**src/rtl/knn_vote_ctrl.sv**
```systemverilog
`default_nettype none
// ============================================================================
// Module   : knn_vote_ctrl
// Purpose  : Sequencer for the KNN colour-vote datapath. For every pixel block
//            it sweeps the colour dictionary once per sub-block (KNN sweeps).
//            It drives the minimum-search / vote strobes and then triggers the
//            max-count search. The winning colour index is captured and handed
//            downstream over a valid/ready handshake.
// Revision : 1.0  initial release
// ----------------------------------------------------------------------------
// Parameters
//   KNN        sub-blocks (dictionary sweeps) voted per pixel block, 1..63
//   COLOR_NUM  dictionary entries per sweep, 2..8
//   DIST_LAT   cycles from m_addr to valid distance at the vote engine, 0..7
// Optional feature
//   KNN_TIMEOUT_EN  adds a 12-bit FIN watchdog. After 4095 cycles without
//                   out_flag, error colour 4'hF is reported.
// Ports
//   clk_en       in   clock
//   reset_n      in   synchronous active-low reset
//   start        in   begin a pixel block (ignored while busy)
//   blk_valid    in   sub-block pixels loaded into the distance unit
//   blk_next     out  1-cycle request for the next sub-block load
//   m_addr[2:0]  out  dictionary index to distance unit / colour ROM
//   dic_go       out  sweep-active strobe aligned with m
//   m[2:0]       out  dictionary index aligned with distance at vote engine
//   dic_end      out  end-of-sweep flag (aligned)
//   dic_end_q    out  dic_end delayed one cycle
//   knn_fin      out  all sweeps voted, start max search
//   vote_clr_n   out  active-low 1-cycle vote-engine clear, gated with reset_n
//   out_flag     in   max search complete
//   knn_resultf  in   winning colour index from the vote engine
//   res_valid    out  result available
//   res_color    out  captured winning colour index
//   res_ready    in   downstream accepts result
//   busy         out  block in progress
// ============================================================================
module knn_vote_ctrl #(
  parameter int KNN       = 4,
  parameter int COLOR_NUM = 5,
  parameter int DIST_LAT  = 2
) (
  input  logic       clk_en,
  input  logic       reset_n,
  input  logic       start,
  input  logic       blk_valid,
  output logic       blk_next,
  output logic [2:0] m_addr,
  output logic       dic_go,
  output logic [2:0] m,
  output logic       dic_end,
  output logic       dic_end_q,
  output logic       knn_fin,
  output logic       vote_clr_n,
  input  logic       out_flag,
  input  logic [3:0] knn_resultf,
  output logic       res_valid,
  output logic [3:0] res_color,
  input  logic       res_ready,
  output logic       busy
);

  localparam logic [5:0] c_knn    = 6'(KNN);
  localparam logic [2:0] c_m_last = 3'(COLOR_NUM - 1);

  typedef enum logic [2:0] {
    S_IDLE     = 3'd0,
    S_WAIT_BLK = 3'd1,
    S_SCAN     = 3'd2,
    S_END1     = 3'd3,
    S_END2     = 3'd4,
    S_FIN      = 3'd5,
    S_HOLD     = 3'd6,
    S_CLR      = 3'd7
  } state_t;

  state_t     r_state, w_state_nxt;
  logic [5:0] r_sb, w_sb_nxt;
  logic [5:0] w_sb_inc;
  logic [2:0] r_m_addr, w_m_addr_nxt;
  logic       r_res_valid, w_res_valid_nxt;
  logic [3:0] r_res_color, w_res_color_nxt;
  logic       w_blk_next;

  // Undelayed sweep strobes, derived from registered state / address
  logic       w_raw_go, w_raw_end;
  logic [2:0] w_raw_m;

  // Strobes after the distance-latency alignment pipe
  logic       w_dic_go, w_dic_end;
  logic [2:0] w_m;
  logic       r_dic_end_q;
  logic       w_pipe_busy;
  logic       w_knn_fin;
  logic       w_timeout;

  assign w_raw_go  = (r_state == S_SCAN) || (r_state == S_END1) || (r_state == S_END2);
  assign w_raw_end = (r_state == S_END1) || (r_state == S_END2);
  assign w_raw_m   = r_m_addr;
  assign w_sb_inc  = r_sb + 6'd1;

  // --------------------------------------------------------------------------
  // Alignment pipe: go/end/m are delayed so that they reach the vote engine
  // together with the distance computed for the same dictionary index.
  // --------------------------------------------------------------------------
  generate
    if (DIST_LAT == 0) begin : g_pipe_bypass
      assign w_dic_go    = w_raw_go;
      assign w_dic_end   = w_raw_end;
      assign w_m         = w_raw_m;
      assign w_pipe_busy = w_dic_go | w_dic_end | r_dic_end_q;
    end else begin : g_pipe_shift
      logic [DIST_LAT-1:0]      r_go_pipe;
      logic [DIST_LAT-1:0]      r_end_pipe;
      logic [DIST_LAT-1:0][2:0] r_m_pipe;

      always_ff @(posedge clk_en) begin
        if (!reset_n) begin
          r_go_pipe  <= '0;
          r_end_pipe <= '0;
          r_m_pipe   <= '0;
        end else begin
          r_go_pipe[0]  <= w_raw_go;
          r_end_pipe[0] <= w_raw_end;
          r_m_pipe[0]   <= w_raw_m;
          for (int i = 1; i < DIST_LAT; i++) begin
            r_go_pipe[i]  <= r_go_pipe[i-1];
            r_end_pipe[i] <= r_end_pipe[i-1];
            r_m_pipe[i]   <= r_m_pipe[i-1];
          end
        end
      end

      assign w_dic_go    = r_go_pipe[DIST_LAT-1];
      assign w_dic_end   = r_end_pipe[DIST_LAT-1];
      assign w_m         = r_m_pipe[DIST_LAT-1];
      // end implies go, so the go stages cover every in-flight end as well
      assign w_pipe_busy = (|r_go_pipe) | r_dic_end_q;
    end
  endgenerate

  always_ff @(posedge clk_en) begin
    if (!reset_n) begin
      r_dic_end_q <= 1'b0;
    end else begin
      r_dic_end_q <= w_dic_end;
    end
  end

  // Max search may only start once the last vote (dic_end & dic_end_q) is out
  assign w_knn_fin = (r_state == S_FIN) && !w_pipe_busy;

  // --------------------------------------------------------------------------
  // Optional FIN watchdog
  // --------------------------------------------------------------------------
`ifdef KNN_TIMEOUT_EN
  logic [11:0] r_wdog;

  // Held at zero outside FIN, so it starts from zero on every FIN entry
  always_ff @(posedge clk_en) begin
    if (!reset_n || (r_state != S_FIN)) begin
      r_wdog <= '0;
    end else if (r_wdog != 12'hFFF) begin
      r_wdog <= r_wdog + 12'd1;
    end
  end

  assign w_timeout = (r_state == S_FIN) && (r_wdog == 12'hFFF);
`else
  assign w_timeout = 1'b0;
`endif

  // --------------------------------------------------------------------------
  // FSM state register
  // --------------------------------------------------------------------------
  always_ff @(posedge clk_en) begin
    if (!reset_n) begin
      r_state     <= S_IDLE;
      r_sb        <= '0;
      r_m_addr    <= '0;
      r_res_valid <= 1'b0;
      r_res_color <= '0;
    end else begin
      r_state     <= w_state_nxt;
      r_sb        <= w_sb_nxt;
      r_m_addr    <= w_m_addr_nxt;
      r_res_valid <= w_res_valid_nxt;
      r_res_color <= w_res_color_nxt;
    end
  end

  // --------------------------------------------------------------------------
  // FSM next-state / outputs
  // --------------------------------------------------------------------------
  always_comb begin
    w_state_nxt     = r_state;
    w_sb_nxt        = r_sb;
    w_m_addr_nxt    = '0;          // address parks at 0 outside a sweep
    w_res_valid_nxt = r_res_valid;
    w_res_color_nxt = r_res_color;
    w_blk_next      = 1'b0;

    case (r_state)
      S_IDLE: begin
        if (start) begin
          w_state_nxt = S_WAIT_BLK;
          w_sb_nxt    = '0;
          w_blk_next  = 1'b1;
        end
      end
      S_WAIT_BLK: begin
        if (blk_valid) begin
          w_state_nxt = S_SCAN;
        end
      end
      S_SCAN: begin
        if (r_m_addr == c_m_last) begin
          w_state_nxt  = S_END1;
          w_m_addr_nxt = r_m_addr;
        end else begin
          w_m_addr_nxt = r_m_addr + 3'd1;
        end
      end
      S_END1: begin
        // address holds the last entry for both end cycles
        w_m_addr_nxt = r_m_addr;
        w_state_nxt  = S_END2;
      end
      S_END2: begin
        w_sb_nxt = w_sb_inc;
        if (w_sb_inc == c_knn) begin
          w_state_nxt = S_FIN;
        end else begin
          w_state_nxt = S_WAIT_BLK;
          w_blk_next  = 1'b1;
        end
      end
      S_FIN: begin
        if (w_knn_fin && out_flag) begin
          w_res_color_nxt = knn_resultf;
          w_res_valid_nxt = 1'b1;
          w_state_nxt     = S_HOLD;
        end else if (w_timeout) begin
          w_res_color_nxt = 4'hF;
          w_res_valid_nxt = 1'b1;
          w_state_nxt     = S_HOLD;
        end
      end
      S_HOLD: begin
        if (res_ready) begin
          w_res_valid_nxt = 1'b0;
          w_state_nxt     = S_CLR;
        end
      end
      S_CLR: begin
        w_state_nxt = S_IDLE;
      end
      default: begin
        w_state_nxt = S_IDLE;
      end
    endcase
  end

  // --------------------------------------------------------------------------
  // Output drive
  // --------------------------------------------------------------------------
  assign blk_next   = w_blk_next & reset_n;
  assign m_addr     = r_m_addr;
  assign dic_go     = w_dic_go;
  assign m          = w_m;
  assign dic_end    = w_dic_end;
  assign dic_end_q  = r_dic_end_q;
  assign knn_fin    = w_knn_fin;
  assign vote_clr_n = reset_n & (r_state != S_CLR);
  assign res_valid  = r_res_valid;
  assign res_color  = r_res_color;
  assign busy       = (r_state != S_IDLE);

endmodule
`default_nettype wire

```
**config.mk**
```make
export PLATFORM = sky130hd
export DESIGN_NAME = knn_vote_ctrl
export DESIGN_NICKNAME = d
export VERILOG_FILES = /design/src/rtl/knn_vote_ctrl.sv
export SDC_FILE = /design/constraint.sdc
export NUM_CORES = 1
export LEC_CHECK = 0
export CAP_MARGIN = 20
export CORE_UTILIZATION = 61
export CTS_CLUSTER_SIZE = 30
export DETAILED_ROUTE_END_ITERATION = 10
export DONT_BUFFER_PORTS = 1
export HOLD_SLACK_MARGIN = 0.15
export PLACE_DENSITY = 0.77
export SYNTH_ARGS = -nofsm -noshare
export SYNTH_HDL_FRONTEND = slang
export SYNTH_SLANG_ARGS = --single-unit
export TNS_END_PERCENT = 20
```
**constraint.sdc**
```tcl
create_clock -name clk_en -period 3 [get_ports clk_en]
set_clock_uncertainty 0.1 [all_clocks]
set_input_delay 0.45 -clock clk_en [delete_from_list [all_inputs] [get_ports clk_en]]
set_output_delay 0.45 -clock clk_en [all_outputs]
set_load 0.03 [all_outputs]
```
==> results.rst, run 1 <==
.. list-table::
   :header-rows: 1

   * - Metric
     - Value
   * - Buffer type at the clock tree root
     - sky130_fd_sc_hd__clkbuf_4
   * - Final ANT Viol Nets
     - 0
   * - ANT cells
     - 0
   * - Class of the most critical setup path
     - reg2reg
   * - Internal power
     - 533 µW
   * - Share of power burned in registers
     - 0.569
   * - Normalized max-slew margin
     - 0.491
   * - Die H
     - about 48 µm
   * - Proportion of synthesized chip area in sequential cells
     - 0.440
   * - Number of placed I/O pins
     - 28
   * - Result of the run
     - finished, final reports clean
   * - Syn_nets
     - approximately 150
   * - Highest routed layer
     - met4
   * - Post-Route M1 WL
     - roughly 1.2 mm
   * - Kind of end point of the critical path
     - flop
   * - Gate count of the mapped netlist
     - about 140
   * - DP Worst Slack
     - 1.02 ns
   * - Number of rows in the core area
     - 16
   * - Resized cells post-CTS
     - 0
   * - CTS tree
     - done
   * - Final global-route overflow total
     - 0
   * - Areal power density over the cells
     - just over 500 mW/mm²
   * - Initial standard-cell utilization of the core
     - 0.650
   * - Number of max-cap violations
     - 0
   * - Met2 WL
     - 1.25 mm
   * - Antenna violations before repair
     - 0
   * - CP Data Required Time
     - approximately 3.2 ns
   * - Yosys synthesis warning count
     - 0
   * - Bufs on Longest Clock Path
     - 2
   * - Crit path arrival time
     - 2.64 ns
   * - Via count of the first global-routing pass
     - between 800 and 900
   * - CTS HTree Levels
     - 1
   * - Number of flops mapped to enable cells by yosys
     - 0
   * - Number of endpoints with negative hold slack in the final report
     - 0
   * - Final core utilization
     - 0.698
   * - All-Layer GR Usage
     - 0.223
   * - Drt pass-1 iters
     - 4
   * - 1st-iter DRT viols
     - 23
   * - TritonCTS buffer count
     - 3
   * - Crit Path Max Fanout
     - 18
   * - Net Switching
     - 156 µW
   * - Die extent in x
     - between 40 and 50 µm
   * - Wirelength per Cell
     - ~15 µm
   * - Final net count
     - ~150
   * - Proportion of power drawn by combinational gates
     - 0.074
   * - Post-synthesis sequential element count
     - 28
   * - Met3 routed wirelength
     - between 80 and 90 µm
   * - Final count of negative-setup-slack endpoints
     - 0
   * - Clock network fraction of total power
     - 0.357
   * - Pin count of the biggest net entering global routing
     - 20
   * - Ys flop type
     - sky130_fd_sc_hd__dfxtp_1
   * - Final-layout fill cell count
     - between 150 and 200
   * - DRC violation count after routing
     - 0
   * - Die Outline Area
     - about 0.0023 mm²
   * - Ratio of cells with drive above 1 in the final layout
     - 0.0652
   * - Unique cell type count in the Yosys netlist
     - between 40 and 50
   * - Floorplan core area
     - slightly below 0.002 mm²
   * - Max VDD drop
     - 0.515 mV
   * - Total Neg Setup Slack
     - 0 ns
   * - Fraction of the cycle the final worst path needs
     - 0.819
   * - Slew at the pin with the worst max-slew slack
     - between 0.7 and 0.8 ns
   * - Clock insertion delay at the later pin of the skew report
     - approximately 0.32 ns
   * - RSZ-0062 raised after global routing
     - no
   * - Switching power share of the total
     - 0.226
   * - Average instance area after synthesis
     - between 9 and 10 µm²
   * - Per-cell via count in the routed design
     - slightly below 6
   * - Clock Sink Count
     - 28
   * - Final slew viol count
     - 0
   * - Minimum period implied by the final worst setup slack
     - 2.46 ns
   * - Leak Pwr
     - a little over 0.0005 µW
   * - First-pass GRT wire length
     - around 3.5 mm
   * - Max Clock Freq
     - 0.407 GHz
   * - Synthesized area
     - 0.00127 mm²
   * - Total wirelength of the detailed-routed design
     - around 2.5 mm
   * - Hold crit path type
     - in2reg
   * - Final HPWL from detailed placement
     - between 1.5 and 2 mm
   * - Routed vias
     - around 970
   * - Worst-case setup margin in the final layout
     - ~0.54 ns
   * - Share of synthesized registers carrying an async set or reset
     - 0
   * - Worst Setup Start Kind
     - flop
   * - Number of I/O port buffers
     - 0
   * - Routability congestion estimate from global placement
     - ~0.82
   * - Area Overhead vs Synth
     - 7.46%
   * - Clock slew at reported path FFs
     - 0.15 ns
==> sequential cells by signal (all words and copies together) (netlist names) <==
| signal | flops |
|---|---|
| r_sb | 6 |
| res_color | 4 |
| r_state | 3 |
| dic_end_q | 1 |
| g_pipe_shift.r_go_pipe | 2 |
| g_pipe_shift.r_m_pipe | 3 |
| g_pipe_shift.r_end_pipe | 2 |
| m | 3 |
| m_addr | 3 |
| res_valid | 1 |
==> routing by layer <==
layer | up-vias | GRT usage
met5 | - | 0
li1 | 486 | -
met3 | 2 | 0.0528
met4 | 0 | 0.100
met2 | 17 | 0.386
met1 | 467 | 0.260
==> cells in the mapped netlist, drive strengths merged, types with 2 or more instances <==
library cell | n | area, µm²
and2 | 7 | 43.8
buf | 10 | 57.6
nand2b | 2 | 12.5
nand3 | 4 | 25.0
o31ai | 3 | 22.5
nor4b | 2 | 23.8
nor2 | 10 | 37.5
nand2 | 15 | 56.3
inv | 5 | 18.8
a31oi | 2 | 12.5
mux2i | 5 | 50.1
nor2b | 3 | 18.8
nor3b | 2 | 20.0
o211ai | 2 | 15.0
xnor2 | 2 | 17.5
clkbuf | 3 | 11.3
a311oi | 5 | 43.8
o21a | 2 | 15.0
a21oi | 7 | 35.0
ha | 4 | 50.1
dfxtp | 28 | 561
nor3 | 2 | 10.0
==> layout by cell type (no fill, tap or decap), drive strengths merged, types with 2 or more instances in the layout <==
cell type | synthesis | layout
a21oi | 7 | 7
a311oi | 5 | 5
a31oi | 2 | 2
and2 | 7 | 7
clkbuf | 3 | 3
dfxtp | 28 | 28
dlygate4sd3 | 0 | 7
ha | 4 | 4
inv | 5 | 5
mux2i | 5 | 5
nand2 | 15 | 15
nand2b | 2 | 2
nand3 | 4 | 4
nor2 | 10 | 10
nor2b | 3 | 3
nor3 | 2 | 2
nor3b | 2 | 2
nor4b | 2 | 2
o211ai | 2 | 2
o21a | 2 | 2
o31ai | 3 | 3
xnor2 | 2 | 2
==> cells by family (layout without fill, tap and decap cells) <==
logic type      count (synthesis)  count (layout)  synth area share
simple gates                   52              52             0.230
compound gates                 29              29             0.163
flops                          28              28             0.440
buf+inv                        18              17            0.0687
mux                             5               5            0.0393
fa+ha+maj                       4               4            0.0393
xor+xnor                        3               3            0.0206
==> timing repair <==
item,in CTS,in global routing
hold buffers,4,3
setup buffers,0,0
endpoints found under the setup margin,0,0
endpoints found under the hold margin,12,4
==> per-stage QoR <==
step                      instances  hold WS, ns  power (µW)  cell area [µm²]
after global routing            165        0.150         712             1370
after CTS                       162        0.154         689             1340
after global placement          154        0.320         439             1250
after detailed placement        154        0.324         441             1250
final                           165        0.158         689             1370
after floorplan                 139        0.312         439             1270
==> path summary, 6_finish.rpt <==
check,from,endpoint,slack [ns],depth (start not counted)
worst max-delay path,r_state[0],res_color[1],0.54,4
worst max register to register,r_state[0],res_color[1],0.54,4
worst min register to register,g_pipe_shift.r_m_pipe[2],m[2],0.35,1
worst min-delay path,reset_n,res_color[0],0.16,2
==> power groups by stage <==
stage	clock network (µW)	logic [µW]	registers, µW
2_1_floorplan	0	50.5	388
3_3_place_gp	0	40.6	399
3_5_place_dp	0	42.1	399
4_1_cts	249	48.2	391
5_1_grt	264	54.6	393
6_report	246	51.2	392
==> critical path, cell delays in order, from the launching register on <==
cell and delay [ns]:
sky130_fd_sc_hd__dfxtp_1 0.71, sky130_fd_sc_hd__nor4b_2 0.36, sky130_fd_sc_hd__and4b_1 0.45, sky130_fd_sc_hd__mux2i_1 0.22, sky130_fd_sc_hd__dlygate4sd3_1 0.56
==> cell type report <==
type / count / area [µm²] / share of cell area
Clock inverter: 1 / 30.0 / 0.0219
Timing Repair Buffer: 8 / 77.6 / 0.0566
Clock buffer: 3 / 22.5 / 0.0164
Multi-Input combinational cell: 93 / 627 / 0.458
Sequential cell: 28 / 561 / 0.409
Inverter: 5 / 18.8 / 0.0137
Tap cell: 27 / 33.8 / 0.0247
(Power assumes the default switching activity.)
==> inputs of run 2 (changes only) <==
--- a/config.mk
+++ b/config.mk
@@ -6,12 +6,12 @@
 export NUM_CORES = 1
 export LEC_CHECK = 0
 export CAP_MARGIN = 20
-export CORE_UTILIZATION = 61
+export CORE_UTILIZATION = 60
 export CTS_CLUSTER_SIZE = 30
 export DETAILED_ROUTE_END_ITERATION = 10
 export DONT_BUFFER_PORTS = 1
 export HOLD_SLACK_MARGIN = 0.15
-export PLACE_DENSITY = 0.77
+export PLACE_DENSITY = 0.76
 export SYNTH_ARGS = -nofsm -noshare
 export SYNTH_HDL_FRONTEND = slang
 export SYNTH_SLANG_ARGS = --single-unit
==> constraint.sdc (replaced) <==
create_clock -name clk_en -period 2.3 [get_ports clk_en]
set_clock_uncertainty 0.1 [all_clocks]
set_input_delay 0.345 -clock clk_en [delete_from_list [all_inputs] [get_ports clk_en]]
set_output_delay 0.345 -clock clk_en [all_outputs]
set_load 0.03 [all_outputs]
==> run 2 against run 1 <==
  * Critical path type is now reg2out
  * Flip-flop and latch count did not move
  * Clock power increased by 30%
  * Core utilization rose by 1.1 points
  * Routed wire length increased by 4.0%
  * Critical endpoint is now blk_next
==> results.rst, run 2 (synthesis gave the netlist of run 1 again) <==
.. list-table::
   :header-rows: 1

   * - Metric
     - Value
   * - Result of the run
     - finished, final reports clean
   * - Floorplan core area
     - a little under 0.002 mm²
   * - Internal power
     - about 700 µW
   * - Crit Path Max Fanout
     - 5
   * - DRC violation count after routing
     - 0
   * - Per-cell via count in the routed design
     - 6.15
   * - Cell-by-cell trace of the critical path
     - ha_1 -> xor2_1 -> nand3_1 -> o311a_1
   * - Final HPWL from detailed placement
     - 1.78 mm
   * - Bufs on Longest Clock Path
     - 2
   * - Worst-case setup margin in the final layout
     - ~0.094 ns
   * - Crit path arrival time
     - between 1.5 and 2 ns
   * - Final count of negative-setup-slack endpoints
     - 0
   * - Number of placed I/O pins
     - 28
   * - Antenna violations before repair
     - 0
   * - Initial standard-cell utilization of the core
     - 0.643
   * - Kind of end point of the critical path
     - output pin
   * - Number of endpoints with negative hold slack in the final report
     - 0
   * - Total wirelength of the detailed-routed design
     - ~2.6 mm
   * - Wirelength per Cell
     - between 15 and 20 µm
   * - Die Outline Area
     - around 0.0023 mm²
   * - First-pass GRT wire length
     - 3.90 mm
   * - Fraction of the cycle the final worst path needs
     - 0.959
   * - Total Neg Setup Slack
     - 0 ns
   * - Area Overhead vs Synth
     - 10.3%
   * - Clock insertion delay at the later pin of the skew report
     - approximately 0.33 ns
   * - Proportion of power drawn by combinational gates
     - 0.094
   * - 1st-iter DRT viols
     - 23
   * - Die H
     - a little under 50 µm
   * - All-Layer GR Usage
     - 0.246
   * - Final net count
     - 157
   * - Net Switching
     - between 200 and 250 µW
   * - Number of rows in the core area
     - 16
   * - Via count of the first global-routing pass
     - 951
   * - Pin count of the biggest net entering global routing
     - 21
   * - Clock Sink Count
     - 28
   * - Highest-delay cell along the critical path
     - sky130_fd_sc_hd__dfxtp_1
   * - RSZ-0062 raised after global routing
     - no
   * - Post-CTS setup buffer count
     - 0
   * - Worst Setup Start Kind
     - flop
   * - Final slew viol count
     - 0
   * - CP Data Required Time
     - 1.86 ns
   * - Most frequent standard cell in the layout excluding fill and tap cells
     - sky130_fd_sc_hd__dfxtp_1
   * - Max VDD drop
     - roughly 0.38 mV
   * - Register-to-register path setup slack
     - 0.14 ns
   * - Final hold slack
     - 0.230 ns
   * - Max Clock Freq
     - approximately 0.45 GHz
   * - Switching power share of the total
     - 0.229
   * - Flip-flop count of the largest register after layout
     - 6
   * - Slew at the pin with the worst max-slew slack
     - 0.596 ns
   * - Class of the most critical setup path
     - reg2out
   * - Die extent in x
     - 48.1 µm
   * - TritonCTS buffer count
     - 3
   * - Largest register by flop count
     - r_sb
   * - Routability congestion estimate from global placement
     - between 0.8 and 0.9
   * - Buffer type at the clock tree root
     - sky130_fd_sc_hd__clkbuf_4
   * - Clock slew at reported path FFs
     - about 0.15 ns
   * - Minimum period implied by the final worst setup slack
     - approximately 2.2 ns
   * - Final ANT Viol Nets
     - 0
   * - CTS HTree Levels
     - 1
   * - Leak Pwr
     - about 0.00054 µW
   * - Clock network fraction of total power
     - 0.352
   * - Ratio of cells with drive above 1 in the final layout
     - 0.106
   * - CTS tree
     - done
   * - Areal power density over the cells
     - 648 mW/mm²
   * - Share of power burned in registers
     - 0.553
   * - Hold crit path type
     - in2reg
   * - Final global-route overflow total
     - 0
   * - Routed vias
     - between 1000 and 1500
   * - Number of max-cap violations
     - 0
   * - ANT cells
     - 0
   * - Number of I/O port buffers
     - 0
   * - Drt pass-1 iters
     - 5
   * - DP Worst Slack
     - approximately 0.47 ns
   * - Normalized max-slew margin
     - 0.602
   * - Critical Path Max Stage Delay
     - roughly 0.44 ns
   * - Commonest non-fill, non-tap cells in the layout
     - 27 x sky130_fd_sc_hd__dfxtp_1, 15 x sky130_fd_sc_hd__nand2_1, 10 x sky130_fd_sc_hd__nor2_1
run 2: changes by cell type in the layout (fill, tap and decap cells not counted), sizes merged:
| cell | delta |
|---|---|
| buf | +4 |
run 2: worst paths after layout:
check	from	end	cells past startpoint
setup reg to reg	m_addr[0]	r_state[0]	5
hold reg to reg	g_pipe_shift.r_m_pipe[2]	m[2]	1
setup / recovery	r_sb[1]	blk_next	4
hold / removal	reset_n	g_pipe_shift.r_m_pipe[1]	2
run 2: power groups by stage:
stage | logic [µW] | registers [µW] | clock network [µW]
floorplan | 65.8 | 506 | 0
global placement | 67.8 | 513 | 0
detailed placement | 68.8 | 514 | 0
CTS | 83.7 | 503 | 324
global route | 93.6 | 505 | 341
finish | 86.1 | 504 | 321
run 2: critical path: cells and delay by family, from the launching register on:
kind	cells	cell delay (ns)
AO/OA/AOI/OAI	1	0.42
flip-flops	1	0.44
XOR/XNOR	1	0.21
adder cells (fa/ha/maj)	1	0.27
AND/OR/NAND/NOR	1	0.10
run 2: area by class of cell:
class / count / area (µm²)
Timing Repair Buffer: 12 / 108
Tap cell: 27 / 33.8
Clock buffer: 3 / 22.5
Fill cell: 153 / 576
Multi-Input combinational cell: 93 / 632
Clock inverter: 1 / 30.0
Inverter: 5 / 18.8
Sequential cell: 28 / 562
run 2: timing repair:
action	in CTS	in global routing
hold endpoints to repair	18	0
hold buffers	7	0
gates resized for setup	0	2
endpoints found under the setup margin	0	1
run 2: per-layer routing:
layer / GRT usage / wire, µm / up-vias
met2: 0.419 / 1290 / 50
met1: 0.269 / 1080 / 485
li1: - / - / 490
met3: 0.0704 / 157 / 14
met4: 0.150 / 90 / 0
met5: 0 / 0 / -
run 2: through the flow:
stage / power [µW] / area [µm²] / utilization / cells
after floorplan: 572 / 1270 / - / 139
after global placement: 581 / 1280 / 0.645 / 158
after detailed placement: 583 / 1280 / 0.645 / 158
after CTS: 911 / 1400 / 0.706 / 169
after global routing: 940 / 1410 / 0.710 / 169
final: 911 / 1410 / 0.710 / 169
==> inputs of run 3 (changes only) <==
--- a/config.mk
+++ b/config.mk
@@ -6,12 +6,11 @@
 export NUM_CORES = 1
 export LEC_CHECK = 0
 export CAP_MARGIN = 20
-export CORE_UTILIZATION = 60
+export CORE_UTILIZATION = 41
 export CTS_CLUSTER_SIZE = 30
 export DETAILED_ROUTE_END_ITERATION = 10
 export DONT_BUFFER_PORTS = 1
 export HOLD_SLACK_MARGIN = 0.15
-export PLACE_DENSITY = 0.76
 export SYNTH_ARGS = -nofsm -noshare
 export SYNTH_HDL_FRONTEND = slang
 export SYNTH_SLANG_ARGS = --single-unit
==> run 3 against run 2 <==
  * The run now ends with design-rule violations left
  * Worst hold slack worse by 0.0050 ns
  * Clock power hardly changed
  * Combinational power is 5.1% lower
  * Critical path depth stayed put
  * Die area is 44% higher
  * Non-clock buffer count stayed put
  * Critical endpoint unchanged
  * Largest power group unchanged
==> results.rst, run 3 (synthesis gave the netlist of run 1 again) <==
.. list-table::
   :header-rows: 1

   * - Metric
     - Value
   * - Result of the run
     - complete, but fails checks
   * - Failing checks
     - design-rule violations
   * - Worst Setup Start Kind
     - flop
   * - Flip-flop count of the largest register after layout
     - 6
   * - Buffer type at the clock tree root
     - sky130_fd_sc_hd__clkbuf_4
   * - ANT cells
     - 0
   * - Area Overhead vs Synth
     - 10.9%
   * - Routed vias
     - 966
   * - Number of rows in the core area
     - 19
   * - Final net count
     - approximately 160
   * - RSZ-0062 raised after global routing
     - no
   * - Minimum period implied by the final worst setup slack
     - ~2.2 ns
   * - Final hold slack
     - between 0.2 and 0.25 ns
   * - Post-CTS setup buffer count
     - 0
   * - Kind of end point of the critical path
     - output pin
   * - Initial standard-cell utilization of the core
     - 0.447
   * - DRC violation count after routing
     - 1
   * - Clock slew at reported path FFs
     - 0.15 ns
   * - Max Clock Freq
     - around 0.46 GHz
   * - Final slew viol count
     - 0
   * - CTS tree
     - done
   * - Fraction of the cycle the final worst path needs
     - 0.953
   * - Floorplan core area
     - ~0.0029 mm²
   * - CP Data Required Time
     - between 1.5 and 2 ns
   * - Commonest non-fill, non-tap cells in the layout
     - 27 x sky130_fd_sc_hd__dfxtp_1, 15 x sky130_fd_sc_hd__nand2_1, 10 x sky130_fd_sc_hd__nor2_1
   * - Number of max-cap violations
     - 0
   * - Clock Sink Count
     - 28
   * - First-pass GRT wire length
     - approximately 4.3 mm
   * - Switching power share of the total
     - 0.230
   * - Share of power burned in registers
     - 0.556
   * - Slew at the pin with the worst max-slew slack
     - ~0.6 ns
   * - Final HPWL from detailed placement
     - between 1.5 and 2 mm
   * - Normalized max-slew margin
     - 0.599
   * - Drt pass-1 iters
     - 7
   * - Wirelength per Cell
     - 14.5 µm
   * - Bufs on Longest Clock Path
     - 2
   * - Routability congestion estimate from global placement
     - ~0.8
   * - Via count of the first global-routing pass
     - slightly below 1000
   * - Number of I/O port buffers
     - 0
   * - TritonCTS buffer count
     - 3
   * - Leak Pwr
     - 0.000533 µW
   * - Final ANT Viol Nets
     - 0
   * - Proportion of power drawn by combinational gates
     - 0.090
   * - Clock insertion delay at the later pin of the skew report
     - roughly 0.33 ns
   * - Crit Path Max Fanout
     - 6
   * - Areal power density over the cells
     - around 650 mW/mm²
   * - Max VDD drop
     - slightly above 0.3 mV
   * - Clock network fraction of total power
     - 0.354
   * - Crit path arrival time
     - between 1.5 and 2 ns
   * - 1st-iter DRT viols
     - 28
   * - All-Layer GR Usage
     - 0.168
   * - Final count of negative-setup-slack endpoints
     - 0
   * - CTS HTree Levels
     - 1
   * - Largest register by flop count
     - r_sb
   * - Internal power
     - roughly 700 µW
   * - Die Outline Area
     - about 0.0033 mm²
   * - Number of placed I/O pins
     - 28
   * - Final-layout fill cell count
     - 280
   * - Die H
     - 57.8 µm
   * - Total wirelength of the detailed-routed design
     - between 2 and 3 mm
   * - Net Switching
     - approximately 210 µW
   * - Final global-route overflow total
     - 0
   * - Ratio of cells with drive above 1 in the final layout
     - 0.113
   * - Number of endpoints with negative hold slack in the final report
     - 0
   * - Pin count of the biggest net entering global routing
     - 21
   * - Die extent in x
     - 57.8 µm
   * - Class of the most critical setup path
     - reg2out
   * - Antenna violations before repair
     - 0
   * - Hold crit path type
     - in2reg
   * - Per-cell via count in the routed design
     - roughly 5.6
   * - Total Neg Setup Slack
     - 0 ns
   * - Most frequent standard cell in the layout excluding fill and tap cells
     - sky130_fd_sc_hd__dfxtp_1
## run 3: cell types whose count changed in the layout (fill, tap and decap cells not counted)
cell,change
sky130_fd_sc_hd__ha_1,-1
sky130_fd_sc_hd__ha_2,+1
## run 3: final timing paths
kind	start	to	slack (ns)	depth (start not counted)
hold reg to reg	g_pipe_shift.r_m_pipe[2]	m[2]	0.35	1
setup reg to reg	m_addr[0]	r_state[0]	0.22	5
hold / removal	reset_n	g_pipe_shift.r_m_pipe[0]	0.23	2
setup / recovery	r_sb[0]	blk_next	0.11	4
## run 3: timing repair
action                                  in CTS  in global routing
hold endpoints to repair                    18                  0
endpoints found under the setup margin       0                  2
resized for setup                            0                  3
hold buffers                                 7                  0
## run 3: critical path: stages (launching register included)
cell	delay (ns)
sky130_fd_sc_hd__dfxtp_1	0.45
sky130_fd_sc_hd__ha_2	0.26
sky130_fd_sc_hd__xor2_1	0.20
sky130_fd_sc_hd__nand3_1	0.09
sky130_fd_sc_hd__o311a_1	0.42
## run 3: metal layers
layer | track usage | wire length (µm)
met1 | 0.209 | 1100
met2 | 0.269 | 1180
met3 | 0.0424 | 188
met4 | 0.0884 | 43
met5 | 0 | 0
## run 3: area by class of cell
cell class	instances	area [µm²]	area share
tap	31	38.8	0.0274
sequential	28	562	0.397
clock inverter	1	30.0	0.0212
timing repair buffer	12	108	0.0761
inverter	5	18.8	0.0133
clock buffer	3	22.5	0.0159
multi-input combinational	93	634	0.449
## run 3: power by group through the flow
| stage | Clock (µW) | Sequential (µW) | Combinational, µW |
|---|---|---|---|
| 6_report | 323 | 507 | 81.7 |
| 5_1_grt | 358 | 509 | 89.8 |
| 4_1_cts | 330 | 506 | 80.6 |
| 3_5_place_dp | 0 | 517 | 65.8 |
| 3_3_place_gp | 0 | 516 | 65.7 |
| 2_1_floorplan | 0 | 506 | 65.8 |
## run 3: stage by stage
| step | setup slack (ns) | util | total power, µW | std cells | area (µm²) |
|---|---|---|---|---|---|
| after floorplan | 0.342 | - | 572 | 139 | 1270 |
| final | 0.108 | 0.496 | 912 | 173 | 1410 |
| after global routing | 0.0258 | 0.496 | 956 | 173 | 1410 |
| after global placement | 0.422 | 0.450 | 582 | 162 | 1280 |
| after detailed placement | 0.416 | 0.450 | 583 | 162 | 1280 |
| after CTS | 0.0251 | 0.493 | 917 | 173 | 1410 |
